$ cat src/rtl/cache_pkg.sv
// Shared data-cache definitions: block geometry, word size and the
// fill-controller state encoding.
package cache_pkg;

  // Geometry of one cache block.
  localparam int WORDS_PER_BLOCK = 8;
  localparam int WORD_W          = 16;
  localparam int WORD_BYTES      = WORD_W / 8;

  // Byte-offset bits inside a block: log2(2 * WORDS_PER_BLOCK).
  localparam int BLOCK_OFFSET_W  = $clog2(WORD_BYTES * WORDS_PER_BLOCK);

  // Word index inside a block, and the counter width that can hold
  // WORDS_PER_BLOCK itself (one extra bit).
  localparam int WORD_IDX_W      = $clog2(WORDS_PER_BLOCK);
  localparam int FILL_CNT_W      = WORD_IDX_W + 1;

  // Fill controller states.
  typedef enum logic {
    IDLE = 1'b0,
    FILL = 1'b1
  } fill_state_e;

endpackage : cache_pkg

$ cat src/rtl/cache_fill_fsm.sv
// Data-cache miss handler. On a miss it stalls the pipeline, streams one
// block from pipelined main memory, writes each returned word into the
// data array, writes the tag with the last word and releases the stall.
//
// Optional build macro CACHE_FILL_CRITICAL_WORD_FIRST_EN: when defined the
// block is requested starting at the missed word and wrapping within the
// block; otherwise words are requested from word 0 upward. Cycle counts are
// the same in both modes.
//
// Handshake: there is no flow control on either side. memory_read is a
// one-cycle request that memory always accepts; memory_data_valid is a
// one-cycle response, one per request, in request order. miss_detected is a
// level held by the cache until fsm_busy falls.
module cache_fill_fsm
  import cache_pkg::*;
#(
  parameter int ADDR_W          = 16,
  parameter int WORDS_PER_BLOCK = cache_pkg::WORDS_PER_BLOCK
) (
  input  logic              clk,
  input  logic              rst_n,
  input  logic              miss_detected,
  input  logic [ADDR_W-1:0] miss_address,
  input  logic [WORD_W-1:0] memory_data,
  input  logic              memory_data_valid,
  output logic              fsm_busy,
  output logic              memory_read,
  output logic [ADDR_W-1:0] memory_address,
  output logic              write_data_array,
  output logic [ADDR_W-1:0] fill_address,
  output logic [WORD_W-1:0] fill_data,
  output logic              write_tag_array,
  output logic              critical_word_valid,
  output fill_state_e       dbg_state
);

  localparam int IDX_W = $clog2(WORDS_PER_BLOCK);
  localparam int OFF_W = $clog2(2 * WORDS_PER_BLOCK);
  localparam int CNT_W = IDX_W + 1;

  localparam logic [CNT_W-1:0] CNT_FULL = CNT_W'(WORDS_PER_BLOCK);
  localparam logic [CNT_W-1:0] CNT_LAST = CNT_W'(WORDS_PER_BLOCK - 1);

  fill_state_e       state;
  logic [ADDR_W-1:0] base;
  logic [IDX_W-1:0]  cw;
  logic [CNT_W-1:0]  ic;
  logic [CNT_W-1:0]  rc;
  // High for the first IDLE cycle after a fill: that cycle is the retried
  // lookup, so a still-asserted miss_detected must not start a new fill.
  logic              lookup_cycle;

  logic              issuing;
  logic              receiving;
  logic              last_word;
  logic [IDX_W-1:0]  issue_idx;
  logic [IDX_W-1:0]  recv_idx;

  // Bit 0 of the miss address is the byte within a word; never needed.
  logic              unused_miss_lsb;
  assign unused_miss_lsb = miss_address[0];

  assign dbg_state = state;

  // Word order inside the block for the issue and receive counters.
  always_comb begin
    issue_idx = '0;
    recv_idx  = '0;
`ifdef CACHE_FILL_CRITICAL_WORD_FIRST_EN
    // Start at the missed word; IDX_W-bit addition wraps within the block.
    issue_idx = cw + ic[IDX_W-1:0];
    recv_idx  = cw + rc[IDX_W-1:0];
`else
    issue_idx = ic[IDX_W-1:0];
    recv_idx  = rc[IDX_W-1:0];
`endif
  end

  // Issue and receive sides run independently inside FILL.
  always_comb begin
    issuing   = (state == FILL) && (ic < CNT_FULL);
    receiving = (state == FILL) && memory_data_valid;
    last_word = receiving && (rc == CNT_LAST);
  end

  // Memory request and data-array write outputs; all zero when inactive.
  always_comb begin
    memory_read         = issuing;
    memory_address      = '0;
    write_data_array    = receiving;
    fill_address        = '0;
    fill_data           = '0;
    write_tag_array     = last_word;
    critical_word_valid = receiving && (recv_idx == cw);
    if (issuing) begin
      memory_address = base | (ADDR_W'(issue_idx) << 1);
    end
    if (receiving) begin
      fill_address = base | (ADDR_W'(recv_idx) << 1);
      fill_data    = memory_data;
    end
  end

  // Fill FSM: block base, critical word, both counters and the stall flag.
  always_ff @(posedge clk or negedge rst_n) begin
    if (!rst_n) begin
      state        <= IDLE;
      base         <= '0;
      cw           <= '0;
      ic           <= '0;
      rc           <= '0;
      lookup_cycle <= 1'b0;
      fsm_busy     <= 1'b0;
    end else begin
      case (state)
        IDLE: begin
          lookup_cycle <= 1'b0;
          if (miss_detected && !lookup_cycle) begin
            base     <= {miss_address[ADDR_W-1:OFF_W], {OFF_W{1'b0}}};
            cw       <= miss_address[OFF_W-1:1];
            ic       <= '0;
            rc       <= '0;
            state    <= FILL;
            fsm_busy <= 1'b1;
          end
        end
        FILL: begin
          if (issuing) begin
            ic <= ic + 1'b1;
          end
          if (receiving) begin
            rc <= rc + 1'b1;
          end
          if (last_word) begin
            state        <= IDLE;
            fsm_busy     <= 1'b0;
            lookup_cycle <= 1'b1;
          end
        end
        default: begin
          state    <= IDLE;
          fsm_busy <= 1'b0;
        end
      endcase
    end
  end

endmodule : cache_fill_fsm

$ cat config.mk
export PLATFORM = sky130hd
export DESIGN_NAME = cache_fill_fsm
export DESIGN_NICKNAME = d
export VERILOG_FILES = /design/src/rtl/cache_pkg.sv /design/src/rtl/cache_fill_fsm.sv
export SDC_FILE = /design/constraint.sdc
export NUM_CORES = 1
export LEC_CHECK = 0
export CAP_MARGIN = 20
export CORE_ASPECT_RATIO = 0.5
export CORE_MARGIN = 3
export CORE_UTILIZATION = 31
export CTS_CLUSTER_DIAMETER = 80
export CTS_CLUSTER_SIZE = 24
export DETAILED_ROUTE_END_ITERATION = 10
export PLACE_DENSITY = 0.69
export SETUP_SLACK_MARGIN = 0.5
export SLEW_MARGIN = 20
export SYNTH_ARGS = -nofsm -noshare
export SYNTH_HDL_FRONTEND = slang
export SYNTH_SLANG_ARGS = --single-unit
$ cat constraint.sdc
create_clock -name clk -period 1.84 [get_ports clk]
set_input_delay 0.46 -clock clk [delete_from_list [all_inputs] [get_ports clk]]
set_output_delay 0.46 -clock clk [all_outputs]
set_load 0.05 [all_outputs]
# After elaboration in Yosys (flattened, before gate mapping)
# Cells that the tools add are included.
[op_classes]
addsub = 2
n_lt_le_gt_ge = 1
eq_ne = 6
n_mux = 16
bitwise_logic = 3
n_reduce_logical = 10
[op_table]
columns = ["cell", "n"]
rows = [
  ["$mux W16", 3],
  ["$or A16 B4 Y16", 2],
  ["$pmux W4 S2", 2],
  ["$mux W4", 3],
  ["$add A4 B1 Y4 const B", 2],
  ["$reduce_and A2 Y1", 4],
  ["$ne A2 B2 Y1 const B", 3],
  ["$pmux W1 S2", 3],
  ["$logic_and A1 B1 Y1", 5],
  ["$mux W1", 5],
  ["$eq A4 B3 Y1 const B", 1],
  ["$lt A4 B4 Y1 const B", 1],
  ["$eq A3 B3 Y1", 1],
  ["$ne A2 B1 Y1 const B", 1],
  ["$logic_not A1 Y1", 1],
  ["$not A1 Y1", 1],
]
[totals]
regBits = 26
wordCells = 45

# Longest topological paths before layout
# Gate-level depths: netlist of the first run.
[depth]
depth_word = 4
ltp_mapped = 5
depth_no_buf = 4

# Least setup slack after synthesis of the first run
# OpenSTA, ideal clock, no wires.
[synth_timing]
kind = "register to output"
start = "register state (netlist: dbg_state)"
end = "output port critical_word_valid"
t_arrival_ps = 2549
path_slack_ps = -1169
path_stages_with_launch = 4
path_cell_list = "dfrtp_1 > buf_4 > nand2_1 > nor4_1"
[synth_between]
elab_chain_len = 2
[synth_rtl]
columns = ["item", "line_no", "text"]
rows = [
  ["from (decl)", "cache_fill_fsm.sv:44", "fill_state_e state;"],
  ["from (signal assigned)", "cache_fill_fsm.sv:107", "state <= IDLE;"],
  ["from (signal assigned)", "cache_fill_fsm.sv:123", "state <= FILL;"],
  ["from (signal assigned)", "cache_fill_fsm.sv:135", "state <= IDLE;"],
  ["$logic_and A1 B1 Y1", "cache_fill_fsm.sv:82", "receiving = (state == FILL) && memory_data_valid;"],
  ["$logic_and A1 B1 Y1", "cache_fill_fsm.sv:94", "critical_word_valid = receiving && (recv_idx == cw);"],
  ["to (decl)", "cache_fill_fsm.sv:33", "output logic critical_word_valid,"],
]
# No other way between the ends.

# Worst setup path in the final report of the first run
# Ends and elaborated chain as after synthesis.

==> run_summary.xml, run 1 <==
<?xml version="1.0" encoding="UTF-8"?>
<metrics>
  <group name="route">
    <metric name="drt_pass_1_iters" unit="">4</metric>
    <metric name="antenna_left" unit="">0</metric>
    <metric name="dr.first_iter.drc_count" unit="">87</metric>
    <metric name="detail_route.wl_per_cell" unit="um">21.3</metric>
    <metric name="vias" unit="">1560</metric>
    <metric name="drc_markers" unit="">0</metric>
    <metric name="finalWirelength" unit="um">6530</metric>
    <metric name="route.detailed.vias_per_inst" unit="">5.08</metric>
  </group>
  <group name="worst_setup_path">
    <metric name="crit_path_start_kind" unit="">flip-flop</metric>
    <metric name="rr_startpoint" unit="">dbg_state</metric>
    <metric name="worstSetupPathType" unit="">flip-flop to output port</metric>
    <metric name="cpMaxStageDelayCell" unit="">dfrtp_2</metric>
    <metric name="worstPathMaxFanout" unit="">3</metric>
    <metric name="cells_along_the_critical_path" unit="">buf_8, nand2_4, nor4_4, buf_12</metric>
    <metric name="end_kind" unit="">output port</metric>
    <metric name="ff2ff_path_depth" unit="">7</metric>
    <metric name="worst-endpoint-required" unit="ns">1.38</metric>
    <metric name="critical_path.startpoint" unit="">dbg_state</metric>
    <metric name="slowest_delay" unit="ns">0.43</metric>
    <metric name="cp.arrival" unit="ns">1.49</metric>
  </group>
  <group name="timing">
    <metric name="grt_setup_unrepaired" unit="">yes</metric>
    <metric name="fin_worst_skew" unit="ns">0.00991</metric>
    <metric name="postLayoutSetupSlackWorst" unit="ns">-0.108</metric>
    <metric name="post-route-period-util" unit="">1.06</metric>
    <metric name="finalHoldViolations" unit="">0</metric>
    <metric name="layout_min_cycle_time" unit="ns">1.95</metric>
    <metric name="timing_max_transition_violations_final" unit="">0</metric>
    <metric name="fmax" unit="MHz">513</metric>
    <metric name="finalSetupViolations" unit="">13</metric>
  </group>
  <group name="cts">
    <metric name="numCtsBuffers" unit="">3</metric>
    <metric name="cts_root_buf" unit="">clkbuf_8</metric>
    <metric name="clock_sink_count" unit="">26</metric>
    <metric name="cts_htree_levels" unit="">1</metric>
    <metric name="clock_tree.buffer_depth" unit="">2</metric>
    <metric name="worst_setup_hold_path_clk_slew" unit="ns">0.10</metric>
    <metric name="clock_latency" unit="ns">0.28</metric>
    <metric name="tritoncts" unit="">done</metric>
    <metric name="cts_hold_buf" unit="">0</metric>
  </group>
  <group name="outcome">
    <metric name="status" unit="">finished, violations left</metric>
    <metric name="failed_checks" unit="">negative setup slack</metric>
  </group>
  <group name="power">
    <metric name="max-vdd-ir-drop" unit="mV">1.50</metric>
    <metric name="p_leak" unit="nW">1.60</metric>
    <metric name="powerDensity" unit="mW/mm^2">1830</metric>
    <metric name="p_total" unit="mW">6.69</metric>
  </group>
  <group name="die">
    <metric name="die-area" unit="mm^2">0.00556</metric>
    <metric name="floorplan.initialDensity" unit="">0.345</metric>
    <metric name="std_cell_rows" unit="">16</metric>
    <metric name="die_w" unit="um">102</metric>
    <metric name="core_area" unit="mm^2">0.00418</metric>
    <metric name="fp.dieH" unit="um">54.2</metric>
    <metric name="top_level_i_o_count" unit="">90</metric>
  </group>
  <group name="synth">
    <metric name="postSynthRegisterBits" unit="">26</metric>
    <metric name="ys_async_sr_fraction" unit="">1.00</metric>
    <metric name="ys.flop_type" unit="">dfrtp_1</metric>
    <metric name="yosysUniqueCellTypes" unit="">26</metric>
    <metric name="ys.warnings.count" unit="">0</metric>
    <metric name="syn-mean-instance-area" unit="um^2">10.4</metric>
    <metric name="edff_count_synth" unit="">0</metric>
    <metric name="synth_cells" unit="">139</metric>
    <metric name="synth_seq_area_share" unit="">0.451</metric>
    <metric name="mappedNetlistArea" unit="mm^2">0.00144</metric>
  </group>
  <group name="grt">
    <metric name="grt_pass1_vias" unit="">1643</metric>
    <metric name="grt_first_pass_wirelength" unit="um">9270</metric>
    <metric name="global_route.overflow_total" unit="">0</metric>
    <metric name="grt_start_max_net_pins" unit="">27</metric>
    <metric name="grt_usage" unit="">0.228</metric>
    <metric name="antenna_found_initial" unit="">0</metric>
  </group>
  <group name="final_layout">
    <metric name="final_cell_count_without_fillers" unit="">307</metric>
    <metric name="num-nets-final" unit="">292</metric>
    <metric name="n_antenna_cell" unit="">0</metric>
    <metric name="post-route-util" unit="">0.871</metric>
    <metric name="post_route_cells_drive_above_1_share" unit="">0.688</metric>
    <metric name="final_area" unit="mm^2">0.00364</metric>
    <metric name="layout-area-overhead-vs-synth" unit="%">153</metric>
  </group>
  <group name="placement">
    <metric name="gp_congestion" unit="">0.779</metric>
    <metric name="placement.setup.worst_slack" unit="ns">-0.293</metric>
    <metric name="placedCellCount" unit="">277</metric>
    <metric name="port_buffers" unit="">86</metric>
    <metric name="placement.cell_area" unit="mm^2">0.00311</metric>
    <metric name="hpwlAfterDp" unit="um">3600</metric>
  </group>
  <group name="hold_path">
    <metric name="timing.hold.worst.class" unit="">primary input to async pin</metric>
  </group>
  <group name="run">
    <metric name="max_cap_violations" unit="">0</metric>
  </group>
</metrics>
[per-stage QoR]
step | hold slack (ns) | TNS, ns
2_1_floorplan | 0.164 | 0
3_3_place_gp | 0.471 | -6.84
3_5_place_dp | 0.472 | -7.76
4_1_cts | 0.493 | -0.0705
5_1_grt | 0.556 | -1.59
6_report | 0.537 | -0.407
[cell usage after synthesis (3+ instances only)]
library cell,instances,share of area
nor2_1,5,0.013
mux2_2,17,0.13
xor2_1,5,0.030
and3_1,28,0.12
dfrtp_1,26,0.45
and2_1,15,0.065
and3_2,3,0.016
clkbuf_1,7,0.018
buf_4,4,0.021
nand3_1,3,0.010
nand2_1,5,0.013
inv_1,5,0.013
[layout by cell type, fill, tap and decap left out, types with 2 or more instances in the layout]
master           instances
ha_1                     2
conb_1                   2
and3_4                  31
buf_6                   11
clkdlybuf4s50_1         33
dfrtp_1                 22
mux2_4                  16
a21o_1                   2
nand2_1                  4
buf_12                  54
nor2_1                   2
dfrtp_2                  4
buf_8                    4
inv_1                    3
and2b_4                  2
buf_16                   2
nor2_4                   2
nand3_1                  2
and2_4                  15
xor2_1                   4
clkbuf_8                 4
buf_4                   14
[logic make-up (layout without fill, tap and decap cells)]
group / after synthesis / in the layout / synth area share
buffers and inverters: 18 / 129 / 0.0633
and+or+nand+nor: 64 / 66 / 0.271
muxes: 17 / 17 / 0.133
adders and majority gates: 2 / 2 / 0.0173
AOI/OAI and AO/OA: 5 / 5 / 0.0251
xor gates and xnor gates: 6 / 6 / 0.0364
other: 1 / 2 / 0.00260
DFF: 26 / 26 / 0.451
[flip-flops by register name, indices dropped and copies added, names as in the netlist]
name	cells
cw	3
lookup_cycle	1
base	12
ic	4
dbg_state	1
rc	4
fsm_busy	1
[final timing paths]
kind                                       endpoint  slack (ns)
worst max register to register              base[9]        0.03
worst min-delay path                        base[9]        0.54
worst min register to register             base[10]        0.56
min in group clk                           base[10]        0.56
worst max-delay path            critical_word_valid       -0.11
max in group asynchronous                 dbg_state        1.01
[worst max-delay path, delay by kind of cell, from the launching register on]
family	cells	cell delay, ns
and+or+nand+nor	2	0.45
DFF	1	0.43
buffers and inverters	2	0.33
[what timing repair did]
item,in CTS,in global routing
gates cloned,4,2
pin swaps,8,11
endpoints found under the setup margin,73,77
gates resized for setup,62,6
setup buffers,15,5
[per-layer routing]
layer	vias to the layer above	wire length (um)	track usage
met5	-	0	0
met4	0	201	0.0632
met3	18	503	0.0662
met2	75	3280	0.440
met1	765	2540	0.251
li1	702	-	-
[where the power goes]
group,internal [mW],leakage [nW],total (mW),switching [mW]
Sequential,0.851,0.307,1.16,0.314
Clock,0.192,0.0288,0.389,0.197
Combinational,2.70,1.26,5.13,2.43
[layout make-up]
type	count	area, um^2
Clock buffer	4	55.1
Fill cell	180	541
Inverter	5	25.0
Multi-Input combinational cell	98	1050
Sequential cell	26	656
Tap cell	54	67.6
Timing Repair Buffer	120	1790
Power figures use the tool's default switching activity.
==> run 2: changes to the inputs <==
--- a/config.mk
+++ b/config.mk
@@ -7,7 +7,7 @@
 export LEC_CHECK = 0
 export CAP_MARGIN = 20
 export CORE_ASPECT_RATIO = 0.5
-export CORE_MARGIN = 3
+export CORE_MARGIN = 2
 export CORE_UTILIZATION = 31
 export CTS_CLUSTER_DIAMETER = 80
 export CTS_CLUSTER_SIZE = 24
==> run 2 against run 1 <==
The flow still finishes with violations (negative setup slack). Combinational power is 5.8% higher. Core utilization fell by 2.6 points. Critical path type unchanged. Cell area up 3.1%. Highest routed layer unchanged. Critical endpoint is now memory_address[8].
==> run_summary.xml, run 2 (synthesized netlist as in run 1, its figures left out) <==
<?xml version="1.0" encoding="UTF-8"?>
<metrics>
  <group name="outcome">
    <metric name="status" unit="">finished, violations left</metric>
    <metric name="failed_checks" unit="">negative setup slack</metric>
  </group>
  <group name="cts">
    <metric name="cts_htree_levels" unit="">1</metric>
    <metric name="numCtsBuffers" unit="">3</metric>
    <metric name="worst_setup_hold_path_clk_slew" unit="ns">0.09</metric>
    <metric name="clock_sink_count" unit="">26</metric>
    <metric name="cts_hold_buf" unit="">0</metric>
    <metric name="clock_tree.buffer_depth" unit="">2</metric>
    <metric name="cts_root_buf" unit="">clkbuf_8</metric>
    <metric name="tritoncts" unit="">done</metric>
    <metric name="clock_latency" unit="ns">0.28</metric>
  </group>
  <group name="worst_setup_path">
    <metric name="end_kind" unit="">output port</metric>
    <metric name="slowest_delay" unit="ns">0.44</metric>
    <metric name="worstPathMaxFanout" unit="">10</metric>
    <metric name="cp.buffers_inverters" unit="">3</metric>
    <metric name="worstReg2RegEnd" unit="">base[8]</metric>
    <metric name="cp.arrival" unit="ns">1.49</metric>
    <metric name="worstSetupEndpoint" unit="">memory_address[8]</metric>
    <metric name="worst_path_dominant_cell_family" unit="">flip-flops</metric>
    <metric name="cells_along_the_critical_path" unit="">buf_6, and2b_4, buf_12, and2_4, buf_12</metric>
    <metric name="worstSetupPathType" unit="">flip-flop to output port</metric>
    <metric name="rr_startpoint" unit="">dbg_state</metric>
    <metric name="crit_path_start_kind" unit="">flip-flop</metric>
    <metric name="ff2ff_path_depth" unit="">7</metric>
    <metric name="cp_common_cell" unit="">buf_12</metric>
    <metric name="reg2reg_slack" unit="ns">0.07</metric>
    <metric name="critical_path_cell_count" unit="">5</metric>
    <metric name="critical_path.startpoint" unit="">dbg_state</metric>
    <metric name="cpMaxStageDelayCell" unit="">dfrtp_2</metric>
    <metric name="worst-endpoint-required" unit="ns">1.38</metric>
  </group>
  <group name="placement">
    <metric name="hpwlAfterDp" unit="um">3450</metric>
    <metric name="placedCellCount" unit="">282</metric>
    <metric name="port_buffers" unit="">86</metric>
    <metric name="gp_congestion" unit="">0.733</metric>
    <metric name="placement.setup.worst_slack" unit="ns">-0.274</metric>
    <metric name="placement.cell_area" unit="mm^2">0.00314</metric>
  </group>
  <group name="grt">
    <metric name="grt_busiest_layer" unit="">met2</metric>
    <metric name="grt.met1_usage" unit="">0.241</metric>
    <metric name="globalRouteMet3Util" unit="">0.0480</metric>
    <metric name="grt_start_max_net_pins" unit="">27</metric>
    <metric name="antenna_found_initial" unit="">0</metric>
    <metric name="global_route.overflow_total" unit="">0</metric>
    <metric name="grt_usage" unit="">0.212</metric>
    <metric name="globalRouteMet2Util" unit="">0.421</metric>
    <metric name="grt_first_pass_wirelength" unit="um">8440</metric>
    <metric name="grt_pass1_vias" unit="">1614</metric>
  </group>
  <group name="timing">
    <metric name="finalHoldViolations" unit="">0</metric>
    <metric name="finalHoldWorstSlack" unit="ns">0.485</metric>
    <metric name="postLayoutSetupSlackWorst" unit="ns">-0.107</metric>
    <metric name="post-route-period-util" unit="">1.06</metric>
    <metric name="timing_max_transition_violations_final" unit="">0</metric>
    <metric name="grt_setup_unrepaired" unit="">yes</metric>
    <metric name="finalSetupViolations" unit="">34</metric>
    <metric name="layout_min_cycle_time" unit="ns">1.95</metric>
    <metric name="fin_worst_skew" unit="ns">0.00274</metric>
    <metric name="fmax" unit="MHz">514</metric>
  </group>
  <group name="route">
    <metric name="finalWirelength" unit="um">6360</metric>
    <metric name="antenna_left" unit="">0</metric>
    <metric name="route.detailed.vias_per_inst" unit="">5.04</metric>
    <metric name="detail_route.wl_per_cell" unit="um">20.1</metric>
    <metric name="vias" unit="">1594</metric>
    <metric name="dr.first_iter.drc_count" unit="">81</metric>
    <metric name="drc_markers" unit="">0</metric>
    <metric name="drt_pass_1_iters" unit="">4</metric>
  </group>
  <group name="die">
    <metric name="floorplan.initialDensity" unit="">0.325</metric>
    <metric name="core_area" unit="mm^2">0.00445</metric>
    <metric name="std_cell_rows" unit="">17</metric>
    <metric name="die-area" unit="mm^2">0.00525</metric>
    <metric name="top_level_i_o_count" unit="">90</metric>
    <metric name="die_w" unit="um">100</metric>
    <metric name="fp.dieH" unit="um">52.2</metric>
  </group>
  <group name="power">
    <metric name="p_leak" unit="nW">1.66</metric>
    <metric name="max-vdd-ir-drop" unit="mV">1.17</metric>
    <metric name="pwr-share-comb" unit="">0.781</metric>
    <metric name="power.internal" unit="mW">3.90</metric>
    <metric name="clock_power_share" unit="">0.056</metric>
    <metric name="powerDensity" unit="mW/mm^2">1850</metric>
    <metric name="fraction_of_power_spent_switching_nets" unit="">0.439</metric>
    <metric name="reg_power_frac" unit="">0.164</metric>
    <metric name="net_load_switching_power" unit="mW">3.05</metric>
  </group>
  <group name="final_layout">
    <metric name="final_area" unit="mm^2">0.00375</metric>
    <metric name="largest_register_ff_count" unit="">12</metric>
    <metric name="post_route_cells_drive_above_1_share" unit="">0.699</metric>
    <metric name="biggestRegsByFlops" unit="">base (12), ic (4), rc (4)</metric>
    <metric name="layout.cells.most_common_list" unit="">56 x buf_12, 31 x and3_4, 24 x dfrtp_1</metric>
    <metric name="top_register" unit="">base</metric>
    <metric name="final_cell_count_without_fillers" unit="">316</metric>
    <metric name="n_antenna_cell" unit="">0</metric>
    <metric name="final_common_cell" unit="">buf_12</metric>
    <metric name="layout-area-overhead-vs-synth" unit="%">160</metric>
    <metric name="num-nets-final" unit="">298</metric>
  </group>
  <group name="run">
    <metric name="max_cap_violations" unit="">0</metric>
  </group>
  <group name="hold_path">
    <metric name="timing.hold.worst.class" unit="">flip-flop to flip-flop</metric>
  </group>
</metrics>
-- run 2: cell count changes in the layout (fill, tap and decap cells not counted), sizes merged --
cell           before  now
and2b               3    1
buf                85   94
clkdlybuf4s15       1    0
clkdlybuf4s50      33   22
dlygate4sd2         0   11
-- run 2: area by class of cell --
class                           count  area, um^2
Timing Repair Buffer              128        1860
Multi-Input combinational cell     96        1090
Fill cell                         188         691
Sequential cell                    26         653
Tap cell                           57        71.3
Clock buffer                        4        55.1
Inverter                            5        25.0
-- run 2: worst min-delay path by stage --
stage / cells after the start / start / slack [ns] / end
2_1_floorplan: 0 / rst_n / 0.16 / base[10]
3_3_place_gp: 1 / fsm_busy / 0.47 / fsm_busy
3_5_place_dp: 1 / fsm_busy / 0.47 / fsm_busy
4_1_cts: 1 / fsm_busy / 0.49 / fsm_busy
5_1_grt: 1 / fsm_busy / 0.52 / fsm_busy
6_report: 1 / fsm_busy / 0.49 / fsm_busy
-- run 2: power by group through the flow --
stage	sequential, mW	combinational, mW	clock [mW]
finish	1.14	5.43	0.386
global route	1.16	5.58	0.412
CTS	1.09	5.03	0.381
detailed placement	1.10	4.44	0
global placement	1.08	4.37	0
floorplan	1.08	2.52	0
-- run 2: routing by layer --
layer / wire [um] / part of all wire / vias to the layer above
met3: 392 / 0.062 / 8
met1: 2570 / 0.40 / 805
li1: - / - / 706
met4: 82 / 0.013 / 0
met2: 3320 / 0.52 / 75
met5: 0 / 0 / -
-- run 2: what timing repair did --
item                                    4_1_cts  5_1_grt
gates resized for setup                      79       17
pin swaps                                    12        6
cloned                                        1        1
buffers inserted                             15       13
endpoints found under the setup margin       73       76
-- run 2: worst register-to-register path, delay by kind of cell (launching register included) --
family | cells | cell delay (ns)
buffers and inverters | 5 | 0.67
DFF | 1 | 0.44
muxes | 1 | 0.32
and+or+nand+nor | 1 | 0.21
-- run 2: stage by stage --
| stage | setup TNS, ns | utilization | power (mW) |
|---|---|---|---|
| floorplan | 0 | - | 3.60 |
| global placement | -7.51 | 0.706 | 5.45 |
| detailed placement | -7.44 | 0.706 | 5.54 |
| CTS | -0.0251 | 0.800 | 6.50 |
| global route | -3.44 | 0.845 | 7.16 |
| finish | -2.40 | 0.845 | 6.95 |
==> run 3: changes to the inputs <==
--- a/config.mk
+++ b/config.mk
@@ -7,12 +7,11 @@
 export LEC_CHECK = 0
 export CAP_MARGIN = 20
 export CORE_ASPECT_RATIO = 0.5
-export CORE_MARGIN = 2
-export CORE_UTILIZATION = 31
+export CORE_UTILIZATION = 25
 export CTS_CLUSTER_DIAMETER = 80
 export CTS_CLUSTER_SIZE = 24
 export DETAILED_ROUTE_END_ITERATION = 10
-export PLACE_DENSITY = 0.69
+export PLACE_DENSITY = 0.57
 export SETUP_SLACK_MARGIN = 0.5
 export SLEW_MARGIN = 20
 export SYNTH_ARGS = -nofsm -noshare
==> constraint.sdc (replaced) <==
create_clock -name clk -period 2.2 [get_ports clk]
set_input_delay 0.55 -clock clk [delete_from_list [all_inputs] [get_ports clk]]
set_output_delay 0.55 -clock clk [all_outputs]
set_load 0.05 [all_outputs]
==> run 3 against run 2 <==
The run now ends clean. Clock power is 7.0% higher. Flip-flop and latch count unchanged. Core utilization is 18 points lower. Clock skew is 0.0039 ns higher. Cell area fell by 2.0%. Worst setup slack improved by 0.36 ns. Cell count increased by 3.8%. Non-clock buffer count shrank 7. Routed wire length fell by 17%.
==> run_summary.xml, run 3 (synthesized netlist as in run 1, its figures left out) <==
<?xml version="1.0" encoding="UTF-8"?>
<metrics>
  <group name="grt">
    <metric name="grt_start_max_net_pins" unit="">27</metric>
    <metric name="grt_usage" unit="">0.154</metric>
    <metric name="grt_pass1_vias" unit="">1339</metric>
    <metric name="grt_first_pass_wirelength" unit="um">7170</metric>
    <metric name="antenna_found_initial" unit="">0</metric>
    <metric name="global_route.overflow_total" unit="">0</metric>
  </group>
  <group name="final_layout">
    <metric name="top_register" unit="">base</metric>
    <metric name="layout-area-overhead-vs-synth" unit="%">155</metric>
    <metric name="biggestRegsByFlops" unit="">base (12), ic (4), rc (4)</metric>
    <metric name="num-nets-final" unit="">294</metric>
    <metric name="final_common_cell" unit="">buf_12</metric>
    <metric name="n_antenna_cell" unit="">0</metric>
    <metric name="final_area" unit="mm^2">0.00368</metric>
    <metric name="post_route_cells_drive_above_1_share" unit="">0.663</metric>
    <metric name="post-route-util" unit="">0.667</metric>
    <metric name="largest_register_ff_count" unit="">12</metric>
    <metric name="layout.cells.most_common_list" unit="">54 x buf_12, 31 x and3_4, 21 x dfrtp_1</metric>
  </group>
  <group name="hold_path">
    <metric name="timing.hold.worst.class" unit="">flip-flop to flip-flop</metric>
  </group>
  <group name="worst_setup_path">
    <metric name="cells_along_the_critical_path" unit="">xor2_2, nor4_4, buf_12</metric>
    <metric name="cp.arrival" unit="ns">1.40</metric>
    <metric name="cpMaxStageDelayCell" unit="">dfrtp_2</metric>
    <metric name="worstSetupPathType" unit="">flip-flop to output port</metric>
    <metric name="end_kind" unit="">output port</metric>
    <metric name="crit_path_start_kind" unit="">flip-flop</metric>
    <metric name="cp.buffers_inverters" unit="">1</metric>
    <metric name="worst-endpoint-required" unit="ns">1.65</metric>
    <metric name="slowest_delay" unit="ns">0.45</metric>
    <metric name="worstPathMaxFanout" unit="">3</metric>
    <metric name="worst_path_dominant_cell_family" unit="">flip-flops</metric>
  </group>
  <group name="route">
    <metric name="dr.first_iter.drc_count" unit="">30</metric>
    <metric name="drt_pass_1_iters" unit="">4</metric>
    <metric name="vias" unit="">1484</metric>
    <metric name="detail_route.wl_per_cell" unit="um">16.1</metric>
    <metric name="route.detailed.vias_per_inst" unit="">4.52</metric>
    <metric name="finalWirelength" unit="um">5270</metric>
    <metric name="antenna_left" unit="">0</metric>
    <metric name="drc_markers" unit="">0</metric>
  </group>
  <group name="power">
    <metric name="p_leak" unit="nW">1.66</metric>
    <metric name="p_total" unit="mW">5.48</metric>
    <metric name="powerDensity" unit="mW/mm^2">1490</metric>
    <metric name="max-vdd-ir-drop" unit="mV">0.850</metric>
  </group>
  <group name="placement">
    <metric name="placement.setup.worst_slack" unit="ns">-0.0929</metric>
    <metric name="placement.cell_area" unit="mm^2">0.00308</metric>
    <metric name="hpwlAfterDp" unit="um">3160</metric>
    <metric name="port_buffers" unit="">86</metric>
    <metric name="gp_congestion" unit="">0.708</metric>
  </group>
  <group name="timing">
    <metric name="finalSetupViolations" unit="">0</metric>
    <metric name="layout_min_cycle_time" unit="ns">1.95</metric>
    <metric name="post-route-period-util" unit="">0.886</metric>
    <metric name="fin_worst_skew" unit="ns">0.00660</metric>
    <metric name="finalHoldWorstSlack" unit="ns">0.481</metric>
    <metric name="fmax" unit="MHz">513</metric>
    <metric name="timing_max_transition_violations_final" unit="">0</metric>
    <metric name="grt_setup_unrepaired" unit="">yes</metric>
    <metric name="postLayoutSetupSlackWorst" unit="ns">0.251</metric>
    <metric name="finalHoldViolations" unit="">0</metric>
  </group>
  <group name="die">
    <metric name="floorplan.initialDensity" unit="">0.262</metric>
    <metric name="die-area" unit="mm^2">0.00610</metric>
    <metric name="die_w" unit="um">109</metric>
    <metric name="std_cell_rows" unit="">19</metric>
    <metric name="top_level_i_o_count" unit="">90</metric>
    <metric name="core_area" unit="mm^2">0.00552</metric>
    <metric name="fp.dieH" unit="um">55.7</metric>
  </group>
  <group name="outcome">
    <metric name="status" unit="">finished, final reports clean</metric>
  </group>
  <group name="cts">
    <metric name="cts_htree_levels" unit="">1</metric>
    <metric name="clock_latency" unit="ns">0.26</metric>
    <metric name="clock_tree.buffer_depth" unit="">2</metric>
    <metric name="clock_sink_count" unit="">26</metric>
    <metric name="cts_root_buf" unit="">clkbuf_16</metric>
    <metric name="numCtsBuffers" unit="">3</metric>
    <metric name="worst_setup_hold_path_clk_slew" unit="ns">0.07</metric>
    <metric name="cts_hold_buf" unit="">0</metric>
    <metric name="tritoncts" unit="">done</metric>
  </group>
  <group name="run">
    <metric name="max_cap_violations" unit="">0</metric>
  </group>
</metrics>
## run 3: cell types whose count changed in the layout (fill, tap and decap cells not counted), sizes merged
cell           change
clkdlybuf4s50      -4
dlygate4sd2        -2
buf               -11
and2b              +3
dlymetal6s2s       +6
clkbuf             +3
clkdlybuf4s15      +1
## run 3: timing repair
item,CTS,global route
buffers inserted,7,13
hold endpoints to repair,0,0
pin swaps,1,11
setup endpoints to repair,53,62
cloned,2,6
gates resized for setup,45,40
## run 3: worst paths after layout
kind / start / end / slack, ns / cells past startpoint
min in group asynchronous: rst_n / lookup_cycle / 0.65 / 2
max in group asynchronous: rst_n / rc[0] / 1.27 / 2
min: fsm_busy / fsm_busy / 0.48 / 1
max reg2reg: dbg_state / base[4] / 0.35 / 7
max: rc[1] / critical_word_valid / 0.25 / 3
min reg2reg: fsm_busy / fsm_busy / 0.48 / 1
## run 3: per-layer routing
metal / GRT usage / up-vias / wire length, um / part of all wire
li1: - / 705 / - / -
met1: 0.204 / 743 / 2420 / 0.46
met2: 0.256 / 34 / 2620 / 0.50
met3: 0.0363 / 2 / 204 / 0.039
met4: 0.0286 / 0 / 27 / 0.0051
met5: 0 / - / 0 / 0
## run 3: final cells by class
class	instances	area (um^2)
clock buffer	4	78.8
fill	408	1840
inverter	5	25.0
multi-input combinational	99	1020
sequential	26	657
tap	73	91.3
timing repair buffer	121	1810
## run 3: power by group
| part | internal [mW] | total (mW) | leakage (nW) | switching, mW |
|---|---|---|---|---|
| logic | 2.20 | 4.12 | 1.32 | 1.92 |
| registers | 0.715 | 0.947 | 0.305 | 0.232 |
| clock network | 0.248 | 0.413 | 0.0382 | 0.165 |
| total | 3.17 | 5.48 | 1.66 | 2.31 |
## run 3: worst reg2reg max path, delay by kind of cell (launching register included)
family	cells	cell delay, ns
buffers and inverters	5	0.72
flip-flops	1	0.46
multiplexers	1	0.33
AND/OR/NAND/NOR	1	0.23
## run 3: stage by stage
step,std cells,setup TNS (ns)
floorplan,140,0
global placement,296,-1.86
detailed placement,296,-1.97
CTS,309,0
global route,328,0
finish,328,0
